$ cat config.mk
export PLATFORM = sky130hd
export DESIGN_NAME = uart_cmd_ctrl_flat
export DESIGN_NICKNAME = d
export VERILOG_FILES = /design/src/rtl/uart_cmd_ctrl_if.sv /design/src/rtl/uart_cmd_ctrl.sv /design/src/flat_wrapper.sv
export SDC_FILE = /design/constraint.sdc
export NUM_CORES = 1
export LEC_CHECK = 0
export BUFFER_PORTS_ARGS = -buffer_cell sky130_fd_sc_hd__buf_2
export CAP_MARGIN = 20
export CORE_ASPECT_RATIO = 1.1
export CORE_MARGIN = 2
export CORE_UTILIZATION = 25
export DETAILED_ROUTE_END_ITERATION = 10
export GPL_ROUTABILITY_DRIVEN = 0
export GPL_TIMING_DRIVEN = 1
export PLACE_DENSITY_LB_ADDON = 0.08
export SETUP_SLACK_MARGIN = 0.4
export SLEW_MARGIN = 25
export SYNTH_ARGS = -nofsm -noshare
export SYNTH_HDL_FRONTEND = slang
export SYNTH_SLANG_ARGS = --single-unit
export TNS_END_PERCENT = 30
$ cat constraint.sdc
create_clock -name clk -period 6.18 [get_ports clk]
set_input_delay 0.927 -clock clk [delete_from_list [all_inputs] [get_ports clk]]
set_output_delay 0.927 -clock clk [all_outputs]
set_load 0.1 [all_outputs]
$ cat src/rtl/uart_cmd_ctrl_if.sv
// Byte-in / register-write-out bundle for the UART command controller.
// The controller takes the slave side; the byte source and register sink take the master side.
interface uart_cmd_ctrl_if;
  logic       rx_valid;
  logic [7:0] rx_data;
  logic       wr_en;
  logic [7:0] wr_addr;
  logic [7:0] wr_data;
  logic       frame_err;
  logic [7:0] err_cnt;
  logic       busy;

  modport slave (
    input  rx_valid, rx_data,
    output wr_en, wr_addr, wr_data, frame_err, err_cnt, busy
  );

  modport master (
    output rx_valid, rx_data,
    input  wr_en, wr_addr, wr_data, frame_err, err_cnt, busy
  );
endinterface

$ cat src/rtl/uart_cmd_ctrl.sv
// Decodes SYNC/ADDR/DATA/CHK byte frames from a UART receiver into single register writes,
// with an inter-byte timeout and a saturating error counter.
module uart_cmd_ctrl #(
  parameter int         CLOCK_FREQUENCY = 100_000_000,
  parameter int         BAUD_RATE       = 115200,
  parameter int         TIMEOUT_BYTES   = 4,
  parameter logic [7:0] SYNC_BYTE       = 8'hA5
) (
  input  logic            clk,
  input  logic            rst_n,
  uart_cmd_ctrl_if.slave  bus
);

  localparam int TIMEOUT_CLKS = (CLOCK_FREQUENCY / BAUD_RATE) * 10 * TIMEOUT_BYTES;
  localparam int TW           = $clog2(TIMEOUT_CLKS);

  typedef enum logic [1:0] {S_IDLE, S_ADDR, S_DATA, S_CHK} state_e;

  state_e          state_q, state_d;
  logic [TW-1:0]   tmo_q, tmo_d;
  logic [7:0]      addr_q, addr_d;
  logic [7:0]      data_q, data_d;
  logic            wr_en_q, wr_en_d;
  logic [7:0]      wr_addr_q, wr_addr_d;
  logic [7:0]      wr_data_q, wr_data_d;
  logic            err_q, err_d;
  logic [7:0]      err_cnt_q, err_cnt_d;
  logic            expire;
  logic            bad;

  // Expiry fires on the edge where the counter would step onto TIMEOUT_CLKS-1, so the
  // error pulse lands TIMEOUT_CLKS-1 cycles after the last byte; a byte on that edge wins.
  assign expire = (state_q != S_IDLE) && !bus.rx_valid && (tmo_q == TW'(TIMEOUT_CLKS - 2));

  always_comb begin
    state_d   = state_q;
    tmo_d     = tmo_q;
    addr_d    = addr_q;
    data_d    = data_q;
    wr_en_d   = 1'b0;
    wr_addr_d = wr_addr_q;
    wr_data_d = wr_data_q;
    err_d     = 1'b0;
    err_cnt_d = err_cnt_q;
    bad       = 1'b0;

    if (bus.rx_valid || state_q == S_IDLE) tmo_d = '0;
    else                                   tmo_d = tmo_q + TW'(1);

    unique case (state_q)
      S_IDLE: if (bus.rx_valid && bus.rx_data == SYNC_BYTE) state_d = S_ADDR;
      S_ADDR: if (bus.rx_valid) begin
        addr_d  = bus.rx_data;
        state_d = S_DATA;
      end
      S_DATA: if (bus.rx_valid) begin
        data_d  = bus.rx_data;
        state_d = S_CHK;
      end
      S_CHK: if (bus.rx_valid) begin
        if (bus.rx_data == (addr_q ^ data_q)) begin
          wr_en_d   = 1'b1;
          wr_addr_d = addr_q;
          wr_data_d = data_q;
        end else begin
          bad = 1'b1;
        end
        state_d = S_IDLE;
      end
      default: state_d = S_IDLE;
    endcase

    if (expire) begin
      state_d = S_IDLE;
      tmo_d   = '0;
      bad     = 1'b1;
    end

    if (bad) begin
      err_d = 1'b1;
      if (err_cnt_q != 8'hFF) err_cnt_d = err_cnt_q + 8'd1;
    end
  end

  always_ff @(posedge clk or negedge rst_n) begin
    if (!rst_n) begin
      state_q   <= S_IDLE;
      tmo_q     <= '0;
      addr_q    <= '0;
      data_q    <= '0;
      wr_en_q   <= 1'b0;
      wr_addr_q <= '0;
      wr_data_q <= '0;
      err_q     <= 1'b0;
      err_cnt_q <= '0;
    end else begin
      state_q   <= state_d;
      tmo_q     <= tmo_d;
      addr_q    <= addr_d;
      data_q    <= data_d;
      wr_en_q   <= wr_en_d;
      wr_addr_q <= wr_addr_d;
      wr_data_q <= wr_data_d;
      err_q     <= err_d;
      err_cnt_q <= err_cnt_d;
    end
  end

  assign bus.wr_en     = wr_en_q;
  assign bus.wr_addr   = wr_addr_q;
  assign bus.wr_data   = wr_data_q;
  assign bus.frame_err = err_q;
  assign bus.err_cnt   = err_cnt_q;
  assign bus.busy      = (state_q != S_IDLE);

endmodule

$ cat src/flat_wrapper.sv
// flat-port wrapper written by rule: the top's interface ports become plain ports
module uart_cmd_ctrl_flat 
#(
  parameter int         CLOCK_FREQUENCY = 100_000_000,
  parameter int         BAUD_RATE       = 115200,
  parameter int         TIMEOUT_BYTES   = 4,
  parameter logic [7:0] SYNC_BYTE       = 8'hA5
)
  (clk, rst_n, bus_rx_valid, bus_rx_data, bus_wr_en, bus_wr_addr, bus_wr_data, bus_frame_err, bus_err_cnt, bus_busy);
  uart_cmd_ctrl_if bus_i ();
  input  logic clk;
  input  logic rst_n;
  input wire logic [$bits(bus_i.rx_valid)-1:0] bus_rx_valid;
  input wire logic [$bits(bus_i.rx_data)-1:0] bus_rx_data;
  output wire logic [$bits(bus_i.wr_en)-1:0] bus_wr_en;
  output wire logic [$bits(bus_i.wr_addr)-1:0] bus_wr_addr;
  output wire logic [$bits(bus_i.wr_data)-1:0] bus_wr_data;
  output wire logic [$bits(bus_i.frame_err)-1:0] bus_frame_err;
  output wire logic [$bits(bus_i.err_cnt)-1:0] bus_err_cnt;
  output wire logic [$bits(bus_i.busy)-1:0] bus_busy;
  assign bus_i.rx_valid = bus_rx_valid;
  assign bus_i.rx_data = bus_rx_data;
  assign bus_wr_en = bus_i.wr_en;
  assign bus_wr_addr = bus_i.wr_addr;
  assign bus_wr_data = bus_i.wr_data;
  assign bus_frame_err = bus_i.frame_err;
  assign bus_err_cnt = bus_i.err_cnt;
  assign bus_busy = bus_i.busy;
  uart_cmd_ctrl #(.CLOCK_FREQUENCY(CLOCK_FREQUENCY), .BAUD_RATE(BAUD_RATE), .TIMEOUT_BYTES(TIMEOUT_BYTES), .SYNC_BYTE(SYNC_BYTE)) u_core (.clk(clk), .rst_n(rst_n), .bus(bus_i));
endmodule
After elaboration in Yosys (flattened, before gate mapping)
Index checks and enable logic that the tools add are counted.
{"block": "word_totals", "register_bits": 60, "in_bits": 11, "output_inout_bits": 27}
{"block": "classes", "add_sub_neg": 2, "eq_ne": 11, "mux": 16, "n_bitwise": 1, "n_reduce_logical": 12}
{"cell": "16-bit 2-to-1 mux", "count": 2}
{"cell": "16-bit by 1-bit adder with 16-bit output, second input constant", "count": 1}
{"cell": "16-bit equality test, second input constant", "count": 1}
{"cell": "3-bit by 2-bit inequality test with 1-bit output, second input constant", "count": 4}
{"cell": "2-bit 2-to-1 mux", "count": 5}
{"cell": "8-bit by 1-bit adder with 8-bit output, second input constant", "count": 1}
{"cell": "8-bit equality test", "count": 1}
{"cell": "8-bit equality test, second input constant", "count": 1}
{"cell": "1-bit 2-to-1 mux", "count": 8}
{"cell": "8-bit inequality test, second input constant", "count": 1}
{"cell": "2-bit case mux with 4 select lines", "count": 1}
{"cell": "8-bit bitwise XOR", "count": 1}
{"cell": "2-bit AND reduction", "count": 3}
{"cell": "2-bit equality test, second input constant", "count": 2}
{"cell": "4-bit AND reduction", "count": 1}
{"cell": "1-bit logical AND", "count": 3}
{"cell": "3-bit AND reduction", "count": 1}
{"cell": "2-bit by 1-bit equality test with 1-bit output, second input constant", "count": 1}
{"cell": "2-bit logical NOT", "count": 1}
{"cell": "2-bit nonzero test", "count": 1}
{"cell": "1-bit logical NOT", "count": 1}
{"cell": "1-bit logical OR", "count": 1}

Logic depth before layout (Yosys ltp)
Gate-level depths: netlist of run 1.
{"block": "depth", "ltp_word": 7, "mapped_depth": 9, "mapped_depth_nobuf": 7}

Least setup slack after synthesis of run 1
Ideal clock, no wire load.
{"block": "synth_path", "kind": "in2reg", "start": "input bus_rx_valid", "end": "register u_core.err_cnt_q[3] (netlist: u_core.bus.err_cnt[3])", "setup_time_ns": 0.128, "arrival_ns": 2.281, "required_ns": 6.052, "slack_ns": 3.771, "cell_stages": 7, "n_path_buf": 2, "path_cell_list": "clkbuf_1 nor2_1 nand4_1 or3_4 buf_6 a21oi_2 mux2_1"}
{"block": "synth_via", "elab_chain_cells": 5, "elab_cells_between_ends": 7, "classes_between": "mux (3); reduce/logical (4)"}
{"element": "start: declaration", "line_no": "flat_wrapper.sv:13", "rtl": "input wire logic [$bits(bus_i.rx_valid)-1:0] bus_rx_valid;"}
{"element": "1-bit logical NOT", "line_no": "uart_cmd_ctrl.sv:33", "rtl": "assign expire = (state_q != S_IDLE) && !bus.rx_valid && (tmo_q == TW'(TIMEOUT_CLKS - 2));"}
{"element": "1-bit logical AND (2 in a row)", "line_no": "uart_cmd_ctrl.sv:33"}
{"element": "1-bit 2-to-1 mux *", "line_no": "uart_cmd_ctrl.sv:73", "rtl": "if (expire) begin"}
{"element": "2-bit AND reduction (no line) *"}
{"element": "end signal: assignment", "line_no": "uart_cmd_ctrl.sv:105", "rtl": "err_cnt_q <= err_cnt_d;"}
{"element": "end: declaration", "line_no": "uart_cmd_ctrl.sv:27", "rtl": "logic [7:0] err_cnt_q, err_cnt_d;"}
Mark *: on every way between the ends. The rest lies on a longest branch, timed or not.
A chain may end at the register's enable or synchronous reset.

Worst setup path after layout of run 1
{"block": "layout_path", "start": "input bus_rx_data[1]", "end": "register u_core.wr_addr_q[4] (netlist: u_core.bus.wr_addr[4])"}
{"block": "layout_via", "elab_chain_cells": 2}
{"element": "start: declaration", "line_no": "flat_wrapper.sv:14", "rtl": "input wire logic [$bits(bus_i.rx_data)-1:0] bus_rx_data;"}
{"element": "8-bit equality test", "line_no": "uart_cmd_ctrl.sv:61", "rtl": "if (bus.rx_data == (addr_q ^ data_q)) begin"}
{"element": "3-bit AND reduction (no line)"}
{"element": "end signal: assignment", "line_no": "uart_cmd_ctrl.sv:102", "rtl": "wr_addr_q <= wr_addr_d;"}
{"element": "end: declaration", "line_no": "uart_cmd_ctrl.sv:24", "rtl": "logic [7:0] wr_addr_q, wr_addr_d;"}
Every way passes these cells.

==> key figures, run 1 <==
Status
  – Outcome: completed

Die
  – DIE AREA: 12500 um2
  – Die W: 107 um
  – Core area: 11400 um2
  – Cell Rows: 41
  – I/O pin count: 38
  – Starting Density: 25.4%
  – Die H: 117 um

Synthesis
  – Mapped Cells: 222
  – Net Count, Synth: 241
  – Yosys reg bits: 60
  – Post-synthesis sequential area ratio: 51.9%
  – Yosys Warn Count: 0
  – Largest family of logic cells by synthesized area: multiplexers
  – Top-count cell post-synth: dfrtp_1
  – Synth Area in Compound Gates: 4.41%
  – Largest area contributor in the netlist: dfrtp_1
  – Top post-synthesis cells by area: dfrtp_1, mux2_2, xnor3_1, mux2_1, ha_1
  – Synth Area in Simple Gates: 12.9%
  – Async S/R FF share, synth: 100%
  – Dominant synthesized flop cell: dfrtp_1
  – Synth Area in XOR/XNOR: 10.8%
  – Synth Area per Inst: 13.0 um2
  – Top-area cell type share of the netlist area: 51.9%
  – Top cells by count, synth: dfrtp_1, mux2_2, nor2_1
  – Number of synthesized flops with an enable pin: 0
  – Multiplexer area fraction after synthesis: 14.8%
  – Adder-Cell Fraction of Synth Area: 3.46%
  – Post-Synthesis Cell Area: 2900 um2
  – Netlist cell types: 38

Cells and area
  – Final Util: 30.9%
  – # nets final: 286
  – ANT cells: 0
  – Share of cells above drive strength 1: 32.5%
  – Layout fillers: 1208
  – Synthesis-to-finish area growth: 21.4%
  – Fin area: 3520 um2

STA
  – Final setup fails: 0
  – Final period utilization: 40.8%
  – FMAX: 397 MHz
  – Setup TNS: 0 ps
  – Headroom to the max-slew limit: 41.5%
  – RSZ-0062 raised after global routing: false
  – Fin Hold WS: 478 ps
  – Max-slew violation count: 0
  – Final-report hold violation count: 0
  – Minimum clock period: 2520 ps
  – Clock skew: 8.08 ps
  – Worst Tran Pin Value: 874 ps

Routing
  – Routed vias: 1845
  – Routed vias/inst: 4.38
  – Post-Route WL: 6.14 mm
  – First-pass DRT Iterations: 6
  – Iteration-0 DRC Markers: 51
  – Antenna viol nets, final: 0
  – Wire length per cell after detailed routing: 14.6 um
  – DRC: 0

Clock network
  – CTS Hold Buffers Added: 0
  – Clk pin slew, worst setup/hold paths: 50 ps
  – Clock Latency Late Sink: 320 ps
  – Post-CTS Setup Inserts: 0
  – PostCTS Resize Cnt: 0
  – CTS Sinks: 60
  – H-tree lvl count: 3
  – Num CTS Buffers: 9
  – CTS tree: built
  – Root Driver: clkbuf_16
  – CTS max path bufs: 2

Hold path
  – Worst hold stages: 1
  – HP Class: reg -> reg

Setup path
  – Critical Path AT: 2730 ps
  – CP Launch Type: input pin
  – Critical Path RT: 6390 ps
  – Crit-path max FO: 17
  – Crit path kind: in -> reg
  – CP endpoint kind: flip-flop
  – Reg2reg path depth: 4

Global routing
  – Gr usage total: 10.9%
  – Largest net degree at the start of global routing: 61
  – Initial antenna violation count: 0
  – First-pass GRT wire length: 10.3 mm
  – Number of global-route vias before repair: 1934
  – GRT overflow: 0

Power and ir drop
  – Lkg Pwr: 0.00169 uW
  – Pwr dens: 475 nW/um2
  – Worst vdd ir: 0.217 mV

Placement
  – Port bufs: 37
  – Placed cell areas: 3240 um2
  – DP HPWL: 4.17 mm

Run
  – Max-cap violation count: 0
## critical path, stage by stage
cell and delay [ps]:
buf_2 130, xnor3_1 250, nand4_1 240, nor3_4 780, mux2_2 410
## path summary, 6_finish.rpt
check                                       from  slack [ps]                    end
hold reg to reg            u_core.bus.wr_data[2]         480  u_core.bus.wr_data[2]
hold / removal             u_core.bus.wr_data[2]         480  u_core.bus.wr_data[2]
min in group asynchronous                  rst_n         770       u_core.bus.wr_en
setup / recovery                  bus_rx_data[1]        3660  u_core.bus.wr_addr[4]
max in group asynchronous                  rst_n        4890   u_core.bus.frame_err
setup reg to reg                u_core.data_q[1]        3830  u_core.bus.wr_addr[4]
## kinds of logic after synthesis
family                   Yosys count
XOR/XNOR                          23
AND/OR/NAND/NOR                   70
multiplexers                      38
buffers and inverters              8
flip-flops                        60
adder cells (fa/ha/maj)            8
AO/OA/AOI/OAI                     15
## registers in the layout, summed over array words and instances, names as in the netlist
signal and cells:
u_core.bus.wr_data 8, u_core.tmo_q 16, u_core.state_q 2, u_core.addr_q 8, u_core.bus.err_cnt 8, u_core.bus.wr_en 1, u_core.bus.wr_addr 8, u_core.data_q 8
u_core.bus.frame_err 1
## layout make-up
class / instances / area [um2] / area share, %
Timing Repair Buffer: 38 / 193 / 5.48
Sequential cell: 60 / 1500 / 42.7
Clock inverter: 4 / 25.0 / 0.712
Clock buffer: 11 / 253 / 7.19
Inverter: 4 / 15.0 / 0.427
Multi-Input combinational cell: 154 / 1340 / 38.1
Tap cell: 150 / 188 / 5.34
## cell usage in the layout, fill, tap and decap left out, drive strengths merged, types with 2 or more instances in the layout
master | Yosys | routed
nand3 | 10 | 10
o21ai | 2 | 2
xnor3 | 8 | 8
ha | 8 | 8
xor2 | 10 | 10
nand2 | 14 | 14
and2 | 2 | 2
inv | 4 | 4
clkinvlp | 0 | 2
a21boi | 3 | 3
nor4bb | 2 | 2
nor2 | 20 | 20
mux2 | 38 | 38
xnor2 | 5 | 5
clkinv | 0 | 2
a21oi | 5 | 5
buf | 3 | 38
dfrtp | 60 | 60
nand4 | 11 | 11
nor3 | 4 | 4
clkbuf | 1 | 11
## per-layer routing
metal  track usage [%]  share of wire, %  vias up
met4              3.64               1.2        0
met1              13.3                46      922
met2              18.3                49       33
li1                  -                 -      885
met3              3.88               4.4        5
met5                 0                 0        -
## report_power, final
| group | internal [uW] | switching [uW] | total [uW] |
|---|---|---|---|
| Sequential | 487 | 86.4 | 573 |
| Clock | 289 | 171 | 460 |
| Combinational | 243 | 393 | 636 |
## metrics by stage
stage	std cells	setup WS (ps)	total power (uW)
2_1_floorplan	222	3770	1100
3_3_place_gp	406	3280	1230
3_5_place_dp	406	3250	1230
4_1_cts	421	3590	1700
5_1_grt	421	3510	1770
6_report	421	3660	1670
(Power assumes the default switching activity.)
==> inputs of run 2 (changes only) <==
--- a/config.mk
+++ b/config.mk
@@ -5,6 +5,7 @@
 export SDC_FILE = /design/constraint.sdc
 export NUM_CORES = 1
 export LEC_CHECK = 0
+export ABC_AREA = 1
 export BUFFER_PORTS_ARGS = -buffer_cell sky130_fd_sc_hd__buf_2
 export CAP_MARGIN = 20
 export CORE_ASPECT_RATIO = 1.1
==> constraint.sdc (replaced) <==
create_clock -name clk -period 2.15 [get_ports clk]
set_input_delay 0.3225 -clock clk [delete_from_list [all_inputs] [get_ports clk]]
set_output_delay 0.3225 -clock clk [all_outputs]
set_load 0.1 [all_outputs]
==> key figures, run 2 <==
Status
  – Outcome: finished, violations left
  – Failing checks: negative hold slack

Synthesis
  – Yosys Warn Count: 0
  – Post-Synthesis Cell Area: 3160 um2
  – Mapped Cells: 390
  – Yosys reg bits: 60
  – Top post-synthesis cells by area: dfrtp_1, nand2_1, inv_1, o21ai_0, nand3_1
  – Synth Area per Inst: 8.10 um2
  – Net Count, Synth: 409
  – Async S/R FF share, synth: 100%
  – Largest area contributor in the netlist: dfrtp_1
  – Dominant synthesized flop cell: dfrtp_1
  – Top-count cell post-synth: nand2_1
  – Top-area cell type share of the netlist area: 47.5%
  – Netlist cell types: 34
  – Number of synthesized flops with an enable pin: 0
  – Top cells by count, synth: nand2_1, dfrtp_1, inv_1
  – Post-synthesis sequential area ratio: 47.5%

Die
  – Starting Density: 25.3%
  – Cell Rows: 43
  – Die H: 122 um
  – DIE AREA: 13600 um2
  – Die W: 111 um
  – I/O pin count: 38
  – Core area: 12500 um2

Clock network
  – Clock Latency Late Sink: 330 ps
  – CTS Hold Buffers Added: 0
  – Clk pin slew, worst setup/hold paths: 50 ps
  – CTS tree: built
  – CTS Sinks: 60
  – CTS max path bufs: 2
  – H-tree lvl count: 3
  – Num CTS Buffers: 9
  – Root Driver: clkbuf_16

Routing
  – DRC: 0
  – Routed vias: 2664
  – Routed vias/inst: 4.28
  – Post-Route WL: 7.91 mm
  – First-pass DRT Iterations: 4
  – Iteration-0 DRC Markers: 90
  – Antenna viol nets, final: 0
  – Wire length per cell after detailed routing: 12.7 um

Cells and area
  – Max reg flops: 16
  – Synthesis-to-finish area growth: 31.4%
  – Largest register by flop count: u_core.tmo_q
  – Final Instance Count excl. Fillers: 623
  – ANT cells: 0
  – Commonest cells after routing, fill and taps aside: nand2_1, dfrtp_1, inv_1
  – # nets final: 480
  – Most common cell after layout, fill and taps aside: nand2_1
  – Fin area: 4150 um2
  – Share of cells above drive strength 1: 29.6%

Hold path
  – HP Class: in -> async

Global routing
  – Grt met1 use: 15.2%
  – First-pass GRT wire length: 12.9 mm
  – Gr usage total: 12.1%
  – Initial antenna violation count: 0
  – Grt met3 use: 2.64%
  – Most used routing layer: met2
  – GRT overflow: 0
  – Largest net degree at the start of global routing: 61
  – Number of global-route vias before repair: 2579
  – Met2 Track Usage GR: 19.9%

Power and ir drop
  – Pwr dens: 1110 nW/um2
  – Worst vdd ir: 0.627 mV
  – Final Power: 4590 uW
  – Lkg Pwr: 0.00211 uW

Setup path
  – CP Launch Type: flip-flop
  – FF-to-FF setup slack: 480 ps
  – CP Capture Point: bus_busy
  – Crit-path max cell delay: 360 ps
  – Reg2reg path depth: 13
  – Critical Path AT: 1350 ps
  – Worst Setup SP: u_core.state_q[0]
  – Slowest-stage cell, CP: dfrtp_1
  – Reg2reg end: u_core.bus.wr_data[3]
  – CP endpoint kind: primary output
  – Crit path kind: reg -> out
  – Crit-path max FO: 3
  – CP cell instances: inv_1 > ha_1 > inv_1 > buf_6
  – Cell repeated most along the worst path: inv_1
  – Critical Path RT: 1830 ps
  – Critical R2R Launch: u_core.data_q[3]

STA
  – Max-slew violation count: 0
  – Headroom to the max-slew limit: 62.7%
  – Worst Tran Pin Value: 558 ps
  – Minimum clock period: 1670 ps
  – RSZ-0062 raised after global routing: true
  – Fin Hold WS: -10.4 ps
  – FMAX: 598 MHz
  – Setup TNS: 0 ps
  – Final period utilization: 77.8%
  – Clock skew: 7.02 ps
  – Final setup fails: 0
  – Final-report hold violation count: 3

Placement
  – Placed cell areas: 3570 um2
  – Placed insts: 583
  – Port bufs: 37
  – DP HPWL: 5.43 mm

Run
  – Max-cap violation count: 0
run 2: cell count changes in the layout (fill, tap and decap cells not counted), moves of 13 or more:
cell	change
o21ai_0	+24
inv_1	+41
nand3_1	+13
nand2_1	+94
nand2_2	+21
mux2_1	-15
mux2_2	-23
o21a_1	+14
buf_4	+19
run 2: power breakdown:
part / leakage (uW) / internal (uW) / total, uW / switching [uW]
logic: 0.00118 / 572 / 1720 / 1150
registers: 0.000799 / 1370 / 1560 / 194
clock network: 0.000131 / 808 / 1310 / 506
total: 0.00211 / 2750 / 4590 / 1850
run 2: worst min path at each step:
stage                      from                    end  slack (ps)  cells past startpoint
final                     rst_n  u_core.bus.wr_addr[4]         -10                      2
after detailed placement  rst_n  u_core.bus.wr_data[5]         370                      2
after floorplan           rst_n       u_core.addr_q[0]          30                      0
after global placement    rst_n  u_core.bus.wr_data[5]         370                      2
after CTS                 rst_n  u_core.bus.wr_data[5]          20                      2
after global routing      rst_n  u_core.bus.wr_addr[5]          30                      2
run 2: critical path, delay by kind of cell (launching register included):
kind	cells	cell delay [ps]
flops	1	360
buf+inv	3	410
fa+ha+maj	1	250
run 2: timing repair:
action                     CTS  global route
resized for setup            2            38
gates cloned                 0             2
pin swaps                    0            12
setup endpoints to repair    6            34
setup buffers                0            22
hold endpoints to repair     0             0
run 2: layout make-up:
| cell class | instances | area, um2 |
|---|---|---|
| Multi-Input combinational cell | 268 | 1480 |
| Clock buffer | 14 | 254 |
| Clock inverter | 2 | 10.0 |
| Tap cell | 157 | 196 |
| Sequential cell | 60 | 1510 |
| Fill cell | 1367 | 8330 |
| Timing Repair Buffer | 65 | 485 |
| Inverter | 57 | 214 |
run 2: routing by layer:
| layer | wire, um | up-vias | part of all wire, % |
|---|---|---|---|
| met5 | 0 | - | 0 |
| li1 | - | 1379 | - |
| met3 | 195 | 11 | 2.5 |
| met4 | 177 | 0 | 2.2 |
| met2 | 3840 | 29 | 48 |
| met1 | 3700 | 1245 | 47 |
run 2: logic make-up (layout without fill, tap and decap cells):
family | Yosys count | count (layout) | share of synthesized area, %
simple gates | 201 | 201 | 29.5
compound gates | 49 | 49 | 9.14
flops | 60 | 60 | 47.5
xor+xnor | 10 | 10 | 2.77
buf+inv | 62 | 138 | 7.96
fa+ha+maj | 8 | 8 | 3.17
run 2: stage by stage:
| stage | utilization (%) | setup slack [ps] |
|---|---|---|
| 6_report | 33.3 | 478 |
| 5_1_grt | 33.3 | 362 |
| 4_1_cts | 30.7 | 377 |
| 3_5_place_dp | 28.6 | 373 |
| 3_3_place_gp | 28.6 | 354 |
| 2_1_floorplan | - | 428 |
